$ cat src/rtl/unsigned_seq_divider_16by8.sv
// Radix-2 restoring divider: 2W-bit dividend by W-bit divisor.
// One quotient bit per cycle, valid/ready on both sides.
module unsigned_seq_divider_16by8 #(
    parameter int W = 8
) (
    input  logic           clk,
    input  logic           rst,
    input  logic           in_valid,
    output logic           in_ready,
    input  logic [2*W-1:0] z,
    input  logic [W-1:0]   y,
    output logic           out_valid,
    input  logic           out_ready,
    output logic [2*W-1:0] x,
    output logic [W-1:0]   r,
    output logic           div_by_zero
);

    localparam int CW = $clog2(2*W+1);

    localparam logic [1:0] IDLE = 2'd0;
    localparam logic [1:0] RUN  = 2'd1;
    localparam logic [1:0] DONE = 2'd2;

    logic [1:0]     state;
    logic [2*W-1:0] dvd;
    logic [2*W-1:0] quo;
    logic [W:0]     rem;
    logic [W-1:0]   ys;
    logic [CW-1:0]  cnt;

    logic [W:0]     rem_sh;
    logic           ge;
    logic [W:0]     rem_nx;
    logic [2*W-1:0] quo_nx;

    assign in_ready  = (state == IDLE);
    assign out_valid = (state == DONE);

    // rem stays below y, so the W+1-bit shifted value never overflows
    always_comb begin
        rem_sh = {rem[W-1:0], dvd[2*W-1]};
        ge     = (rem_sh >= {1'b0, ys});
        rem_nx = ge ? (rem_sh - {1'b0, ys}) : rem_sh;
        quo_nx = {quo[2*W-2:0], ge};
    end

    always_ff @(posedge clk) begin
        if (rst) begin
            state       <= IDLE;
            dvd         <= '0;
            quo         <= '0;
            rem         <= '0;
            ys          <= '0;
            cnt         <= '0;
            x           <= '0;
            r           <= '0;
            div_by_zero <= 1'b0;
        end else begin
            unique case (state)
                IDLE: begin
                    if (in_valid) begin
                        dvd <= z;
                        ys  <= y;
                        quo <= '0;
                        rem <= '0;
                        if (y != '0) begin
                            cnt   <= CW'(2*W);
                            state <= RUN;
                        end else begin
                            x           <= '1;
                            r           <= z[W-1:0];
                            div_by_zero <= 1'b1;
                            state       <= DONE;
                        end
                    end
                end
                RUN: begin
                    dvd <= {dvd[2*W-2:0], 1'b0};
                    rem <= rem_nx;
                    quo <= quo_nx;
                    cnt <= cnt - 1'b1;
                    if (cnt == CW'(1)) begin
                        x           <= quo_nx;
                        r           <= rem_nx[W-1:0];
                        div_by_zero <= 1'b0;
                        state       <= DONE;
                    end
                end
                DONE: begin
                    if (out_ready) state <= IDLE;
                end
                default: state <= IDLE;
            endcase
        end
    end

endmodule
$ cat config.mk
export PLATFORM = sky130hd
export DESIGN_NAME = unsigned_seq_divider_16by8
export DESIGN_NICKNAME = d
export VERILOG_FILES = /design/src/rtl/unsigned_seq_divider_16by8.sv
export SDC_FILE = /design/constraint.sdc
export NUM_CORES = 1
export LEC_CHECK = 0
export CORE_MARGIN = 2
export CORE_UTILIZATION = 30
export DETAILED_ROUTE_END_ITERATION = 12
export SLEW_MARGIN = 10
export SYNTH_ARGS = -nofsm -noshare
export SYNTH_HDL_FRONTEND = slang
export SYNTH_SLANG_ARGS = --single-unit
$ cat constraint.sdc
create_clock -name clk -period 3.9 [get_ports clk]
set_input_delay 0.975 -clock clk [delete_from_list [all_inputs] [get_ports clk]]
set_output_delay 0.975 -clock clk [all_outputs]
set_load 0.01 [all_outputs]
==> flow_summary.toml, run 1 <==
[sta]
rsz0062_at_grt = "no"
fin_ws_ns = 1.18
fin_crit_ns = 2.72
finClkSkew_ns = 0.00596
fin_setup_tns_ns = 0
relSlewSlack = 0.334
tightest_slew_ns = 0.996
fmax_ghz = 0.367
hold_viol = 0
setup_viol = 0
fin_crit_sh = 0.698
finalMaxSlewViolations = 0
whs_ns = 0.460

[floorplanning]
fp.coreArea_mm2 = 0.0119
io_pins = 55
fp.dieH_um = 114
rows = 40
die_w_um = 114
initial_core_util = 0.304
die-area_mm2 = 0.0130

[pwr]
switching_share = 0.300
combPwrFrac = 0.212
p_int_w = 0.00157
peakVddDrop_uv = 242
seq_power_share = 0.397
powerDensity_mw_per_mm2 = 490
clkPwrFrac = 0.391
power_w = 0.00224
switching_power_w = 0.000672
leakage_nw = 1.61

[critical_path]
critical_path_class = "primary input to flop"
cp_data_required_time_ns = 4.15
setup.worst_path.end_class = "flop"
start_kind = "primary input"
cp_slowest_stage_delay_ns = 0.60
reg2reg_setup_slack_ns = 1.54
r2r-start = "ys[2]"
worstReg2RegEnd = "r[3]"
crit_slowest_cell = "or4_4"
rr_worst_depth = 8
arrival_ns = 2.97
path_buf_inv = 2
critPathMaxFanout = 16
cpLargestDelayFamily = "simple AND/OR/NAND/NOR gates"
cp_cell_sequence = "clkdlybuf4s50_1 > or4_4 > o31ai_4 > buf_4 > nor2_1 > nor3_1"

[yosys]
syn-instance-count = 442
synth_nets = 481
async_flop_share = 0
synth_edf_count = 0
synth_ff_type = "dfxtp_1"
synth_seq_cells = 79
synthDistinctLibCells = 51
synth_area_mm2 = 0.00362
yosysSeqAreaShare = 0.437
ys_warn_count = 0
syn_avg_cell_area_um2 = 8.19

[global_routing]
antenna_found_initial = 0
grt_max_degree = 61
grt_pass1_vias = 3041
track_usage = 0.140
grt_first_pass_wirelength_mm = 14.7
grt_overflow = 0

[outcome]
status = "complete, no violations"

[min_path]
holdPathEnd = "dvd[1]"
hold-path-cell-count = 2
worstHoldPathType = "flop to flop"
hp-start = "dvd[1]"

[cells_and_area]
fin_area_mm2 = 0.00457
drive_gt1_frac = 0.0941
areaGrowthSynthToFinish_pct = 26.2
n_fill_cell = 1237
diodes = 0
fin_nets = 523

[clocking]
cts.htree.levels = 3
tritoncts = "built"
insertion_delay_ns = 0.33
cts_buffers = 9
clockBufferDepth = 2
hold_buffers = 0
clkTransAtPathRegs_ns = 0.07
clock_sinks = 79
post_cts_buffers = 0
cts_root_buf = "clkbuf_16"
cts_resized = 0

[drt]
drcViolationCount = 0
wl_per_cell_um = 13.9
dr_total_vias = 3175
drt-total-wl_mm = 8.81
ant_nets = 0
drt_iter0_markers = 163
viasPerCell = 4.99
firstDrtPassIters = 5

[placement]
gp_congestion = 0.794
placed_cell_area_mm2 = 0.00426
hpwl_mm = 6.04
port_buffers = 54
dp_slack_ns = 0.814

[job]
cap_violations = 0
tightest hold or removal path, delay by kind of cell (launching register included):
kind | cells | cell delay [ns]
and+or+nand+nor | 1 | 0.05
DFF | 1 | 0.31
AOI/OAI and AO/OA | 1 | 0.05
worst max path at each step:
stage | depth (start not counted) | endpoint | slack [ns] | startpoint
after floorplan | 5 | r[1] | 1.57 | y[5]
after global placement | 6 | x[5] | 0.91 | y[5]
after detailed placement | 6 | x[7] | 0.81 | y[5]
after CTS | 6 | x[7] | 1.17 | y[5]
after global routing | 6 | x[5] | 1.04 | y[5]
final | 6 | x[7] | 1.18 | y[5]
area by class of cell:
class | count | area (um2) | area share
Clock inverter | 7 | 86.3 | 0.0189
Timing Repair Buffer | 63 | 603 | 0.132
Clock buffer | 9 | 225 | 0.0493
Multi-Input combinational cell | 316 | 1830 | 0.401
Inverter | 15 | 56.3 | 0.0123
Tap cell | 147 | 184 | 0.0403
Sequential cell | 79 | 1580 | 0.346
cells in the mapped netlist (2+ instances only):
| cell | instances | area share |
|---|---|---|
| a311oi_1 | 8 | 0.019 |
| o21ai_0 | 7 | 0.0097 |
| inv_1 | 15 | 0.016 |
| nor4_1 | 2 | 0.0035 |
| buf_2 | 4 | 0.0055 |
| nor2b_1 | 4 | 0.0069 |
| o21a_1 | 2 | 0.0041 |
| buf_1 | 6 | 0.0062 |
| nand3_1 | 18 | 0.025 |
| buf_6 | 4 | 0.012 |
| a31oi_1 | 3 | 0.0052 |
| nor3_1 | 37 | 0.051 |
| o31ai_1 | 2 | 0.0041 |
| a211oi_2 | 4 | 0.014 |
| o31ai_4 | 2 | 0.012 |
| dfxtp_1 | 79 | 0.44 |
| o211ai_1 | 2 | 0.0041 |
| xnor2_1 | 4 | 0.0097 |
| nor2_1 | 45 | 0.047 |
| mux2_2 | 2 | 0.0062 |
| or4_4 | 2 | 0.0062 |
| ha_1 | 10 | 0.035 |
| clkbuf_1 | 18 | 0.019 |
| a22oi_1 | 8 | 0.017 |
| nand3b_1 | 2 | 0.0041 |
| nand2b_1 | 4 | 0.0069 |
| a21oi_1 | 55 | 0.076 |
| xor2_1 | 3 | 0.0073 |
| nand2_1 | 68 | 0.070 |
cell families (layout without fill, tap and decap cells):
family          after synthesis  count (layout)  synth area share
compound gates              103             103             0.193
xor+xnor                      7               7            0.0169
fa+ha+maj                    11              11            0.0401
buf+inv                      47              94            0.0584
flops                        79              79             0.437
mux                           3               3           0.00898
simple gates                192             192             0.246
power groups by stage:
| stage | combinational, W | clock [W] | sequential (W) |
|---|---|---|---|
| finish | 0.000474 | 0.000876 | 0.000889 |
| global route | 0.000533 | 0.000925 | 0.000896 |
| CTS | 0.000475 | 0.000897 | 0.000889 |
| detailed placement | 0.000473 | 0 | 0.000907 |
| global placement | 0.000462 | 0 | 0.000906 |
| floorplan | 0.000351 | 0 | 0.000902 |
state kept, by name, indices dropped and copies added, names as in the netlist:
name / flops
cnt: 5
div_by_zero: 1
dvd: 16
quo: 15
r: 8
rem: 8
state: 2
x: 16
ys: 8
routing by layer:
metal	wire length, um	vias to the layer above	global-route usage	part of all wire
met4	74	0	0.0244	0.0084
li1	-	1616	-	-
met5	0	-	0	0
met2	4110	77	0.236	0.47
met3	405	8	0.0393	0.046
met1	4230	1474	0.183	0.48
stage by stage:
stage / std cells / utilization
after floorplan: 442 / -
after global placement: 620 / 0.357
after detailed placement: 620 / 0.357
after CTS: 636 / 0.384
after global routing: 636 / 0.384
final: 636 / 0.384
placed cells by master, fill, tap and decap left out, types with 2 or more instances in the layout:
cell type	instances
clkdlybuf4s50_1	53
or4_4	2
inv_6	2
o211ai_1	2
ha_1	10
o21ai_0	7
o31ai_4	2
a31oi_1	3
clkbuf_16	9
inv_1	15
nand3b_1	2
a211oi_2	4
nand2b_1	3
inv_8	2
nand3_1	18
nor3_1	37
nand2_1	68
buf_4	9
nor4_1	2
a311oi_1	8
a22oi_1	8
a21oi_1	55
nor2b_1	3
dfxtp_1	79
o31ai_1	2
nor2_1	45
o21a_1	2
xnor2_1	4
mux2_2	2
xor2_1	3
(Power assumes the default switching activity.)
==> run 2: changes to the inputs <==
Clock period 3.9 ns to 2.6 ns, I/O delays scaled along.
==> run 2 against run 1 <==
Effect of this change: clock power up 37%; critical path type unchanged; die area unchanged; total power up 46%; highest routed layer unchanged; largest cell class unchanged.
==> flow_summary.toml, run 2 (synthesis gave the netlist of run 1 again) <==
[outcome]
status = "complete, no violations"

[sta]
rsz0062_at_grt = "no"
fin_crit_ns = 2.26
hold_viol = 0
fmax_ghz = 0.443
whs_ns = 0.456
fin_ws_ns = 0.341
finClkSkew_ns = 0.00366
setup_viol = 0
tightest_slew_ns = 0.969
fin_setup_tns_ns = 0
fin_crit_sh = 0.869
finalMaxSlewViolations = 0
relSlewSlack = 0.351

[pwr]
leakage_nw = 1.62
powerDensity_mw_per_mm2 = 715
peakVddDrop_uv = 352
p_int_w = 0.00236
switching_power_w = 0.000920
seq_power_share = 0.408
clkPwrFrac = 0.366
power_w = 0.00328
switching_share = 0.281
combPwrFrac = 0.226

[critical_path]
arrival_ns = 2.51
cp_slowest_stage_delay_ns = 0.60
start_kind = "primary input"
rr_worst_depth = 8
cp_cell_sequence = "clkdlybuf4s50_1 > or4_4 > o31ai_4 > buf_12 > nor2_1 > a211oi_2"
setup.worst_path.end_class = "flop"
critical_path_class = "primary input to flop"
cp_data_required_time_ns = 2.85
crit_slowest_cell = "or4_4"
critPathMaxFanout = 20

[global_routing]
grt_max_degree = 56
grt_first_pass_wirelength_mm = 14.4
antenna_found_initial = 0
grt_pass1_vias = 2952
track_usage = 0.140
grt_overflow = 0

[cells_and_area]
drive_gt1_frac = 0.0959
n_fill_cell = 1215
diodes = 0
fin_nets = 528
reg_top3 = "dvd: 16 flops, x: 16 flops, quo: 15 flops"
mostFrequentLayoutCells = "dfxtp_1, nand2_1, a21oi_1, clkdlybuf4s50_1, nor2_1"
layout_commonest_cell = "dfxtp_1"
areaGrowthSynthToFinish_pct = 26.5
fin_area_mm2 = 0.00458

[clocking]
clkTransAtPathRegs_ns = 0.06
clock_sinks = 79
cts_buffers = 9
post_cts_buffers = 0
clockBufferDepth = 2
cts.htree.levels = 3
cts_root_buf = "clkbuf_16"
insertion_delay_ns = 0.33
cts_resized = 0
hold_buffers = 0
tritoncts = "built"

[job]
cap_violations = 0

[drt]
viasPerCell = 4.89
drcViolationCount = 0
drt-total-wl_mm = 8.66
drt_iter0_markers = 180
firstDrtPassIters = 4
dr_total_vias = 3114
wl_per_cell_um = 13.6
ant_nets = 0

[floorplanning]
initial_core_util = 0.304
die-area_mm2 = 0.0130
rows = 40
fp.dieH_um = 114
die_w_um = 114
fp.coreArea_mm2 = 0.0119
io_pins = 55

[placement]
placed_cell_area_mm2 = 0.00431
gp_congestion = 0.831
port_buffers = 54
hpwl_mm = 5.91
dp_slack_ns = 0.000468

[min_path]
hold-path-cell-count = 2
worstHoldPathType = "flop to flop"
[run 2: cell types whose count changed in the layout (fill, tap and decap cells not counted), sizes merged]
cell      before  now
buf           10   15
clkinvlp       1    0
clkbuf         9   10
inv           19   15
[run 2: path summary, 6_finish.rpt]
kind | from | endpoint | slack, ns
setup / recovery | y[5] | r[4] | 0.34
hold / removal | dvd[1] | dvd[1] | 0.46
setup reg to reg | ys[2] | r[6] | 0.38
hold reg to reg | dvd[1] | dvd[1] | 0.46
[run 2: per-layer routing]
metal  vias up  share of wire  global-route usage
met5         -              0                   0
met4         0         0.0095              0.0431
met3         6          0.048              0.0457
met2        63           0.44               0.216
met1      1423           0.51               0.186
li1       1622              -                   -
[run 2: final cells by class]
| type | count | area (um2) | share of cell area |
|---|---|---|---|
| inverters | 15 | 56.3 | 0.0123 |
| multi-input cells | 316 | 1830 | 0.400 |
| well taps | 147 | 184 | 0.0401 |
| clock buffers | 10 | 239 | 0.0522 |
| flip-flops and latches | 79 | 1580 | 0.345 |
| repair buffers | 68 | 653 | 0.143 |
| clock inverters | 2 | 35.0 | 0.00765 |
[run 2: per-stage QoR]
| stage | util | instances |
|---|---|---|
| CTS | 0.385 | 637 |
| finish | 0.385 | 637 |
| global placement | 0.362 | 625 |
| global route | 0.385 | 637 |
| floorplan | - | 442 |
| detailed placement | 0.362 | 625 |
[run 2: power by group through the flow]
stage	clock [W]	combinational, W	sequential [W]
after CTS	0.00123	0.000739	0.00134
after global placement	0	0.000725	0.00136
after global routing	0.00128	0.000825	0.00135
after floorplan	0	0.000526	0.00135
after detailed placement	0	0.000734	0.00136
final	0.00120	0.000740	0.00134
[run 2: worst max-delay path, delay by kind of cell]
family | cells | cell delay (ns)
compound gates | 2 | 0.57
buf+inv | 2 | 0.63
simple gates | 2 | 0.66
==> run 3: changes to the inputs <==
Settings changed: CORE_UTILIZATION 30 to 40, HOLD_SLACK_MARGIN set to 0.03.
==> run 3 against run 2 <==
Effect of this change: count of clock-buffer cells in the layout fell by 1; flip-flop and latch count did not move; routed wire length fell by 1.2%; via count rose by 1.4%; sequential power barely moved; final area fell by 1.8%; utilization rose by 13 points; final cell count fell by 5.2%.
==> flow_summary.toml, run 3 (synthesis gave the netlist of run 1 again) <==
[sta]
setup_viol = 0
whs_ns = 0.459
fin_crit_sh = 0.867
relSlewSlack = 0.370
fin_setup_tns_ns = 0
hold_viol = 0
rsz0062_at_grt = "no"
fin_crit_ns = 2.25
finClkSkew_ns = 0.00993
fmax_ghz = 0.444
tightest_slew_ns = 0.941
finalMaxSlewViolations = 0

[cells_and_area]
areaGrowthSynthToFinish_pct = 24.3
final_util = 0.514
reg_top3 = "dvd: 16 flops, x: 16 flops, quo: 15 flops"
n_fill_cell = 878
fin_area_mm2 = 0.00450
fin_nets = 530
diodes = 0
drive_gt1_frac = 0.107
mostFrequentLayoutCells = "dfxtp_1, nand2_1, a21oi_1, clkdlybuf4s50_1, nor2_1"
layout_commonest_cell = "dfxtp_1"

[critical_path]
r2r-start = "dvd[15]"
start_kind = "flop"
setup.worst_path.start = "dvd[15]"
critPathMaxFanout = 3
arrival_ns = 2.47
setup.worst_path.end_class = "flop"
critical_path_class = "flop to flop"
cp_data_required_time_ns = 2.81

[drt]
drt_iter0_markers = 126
dr_total_vias = 3159
viasPerCell = 5.23
wl_per_cell_um = 14.2
firstDrtPassIters = 4
drt-total-wl_mm = 8.56
drcViolationCount = 0
ant_nets = 0

[clocking]
cts.htree.levels = 3
post_cts_buffers = 0
insertion_delay_ns = 0.35
cts_root_buf = "clkbuf_8"
hold_buffers = 0
tritoncts = "built"
cts_resized = 0
clkTransAtPathRegs_ns = 0.09
clock_sinks = 79
cts_buffers = 9
clockBufferDepth = 2

[placement]
port_buffers = 54
gp_congestion = 0.826
placed_cell_area_mm2 = 0.00427
hpwl_mm = 5.98

[global_routing]
antenna_found_initial = 0
track_usage = 0.180
grt_first_pass_wirelength_mm = 14.4
grt_max_degree = 41
grt_pass1_vias = 3008
grt_overflow = 0

[floorplanning]
fp.coreArea_mm2 = 0.00876
initial_core_util = 0.413
io_pins = 55
rows = 34
die_w_um = 99.1
die-area_mm2 = 0.00983
fp.dieH_um = 99.1

[outcome]
status = "complete, no violations"

[pwr]
powerDensity_mw_per_mm2 = 696
peakVddDrop_uv = 312
leakage_nw = 1.61

[min_path]
worstHoldPathType = "flop to flop"
hp-start = "ys[2]"

[job]
cap_violations = 0
==> run 3: final cells by class <==
cell class | count | area (um2) | area share
sequential | 79 | 1580 | 0.351
timing repair buffer | 70 | 668 | 0.148
clock inverter | 7 | 103 | 0.0228
inverter | 15 | 56.3 | 0.0125
clock buffer | 9 | 124 | 0.0275
tap | 108 | 135 | 0.0300
multi-input combinational | 316 | 1830 | 0.407
==> run 3: through the flow <==
stage,worst slack (ns),power [W],instances
finish,0.347,0.00313,604
global placement,0.0446,0.00210,588
floorplan,0.594,0.00188,442
CTS,0.340,0.00316,604
detailed placement,0.0218,0.00210,588
global route,0.217,0.00330,604
==> run 3: critical path, cell delays in order (launching register included) <==
cell and delay, ns:
dfxtp_1 0.35, inv_1 0.07, ha_1 0.20, fa_1 0.23, nor2b_1 0.07, o31a_1 0.27
o21ai_0 0.15, or3b_1 0.35, a31oi_1 0.32, o41ai_2 0.11
==> run 3: metal layers <==
layer  track usage  wire length, um
met2         0.297             4030
met3        0.0365              317
met4        0.0411               72
met1         0.244             4130
met5             0                0
==> run 3: final timing paths <==
path                               to  slack (ns)  depth (start not counted)
worst min register to register  ys[2]        0.46                          2
worst max register to register   r[6]        0.35                          9
worst max-delay path             r[6]        0.35                          9
worst min-delay path            ys[2]        0.46                          2
==> run 3: power breakdown <==
group / switching [W] / leakage [nW] / internal (W)
Clock: 0.000503 / 0.117 / 0.000557
Sequential: 0.0000509 / 0.643 / 0.00128
Combinational: 0.000408 / 0.853 / 0.000330
Total: 0.000962 / 1.61 / 0.00217
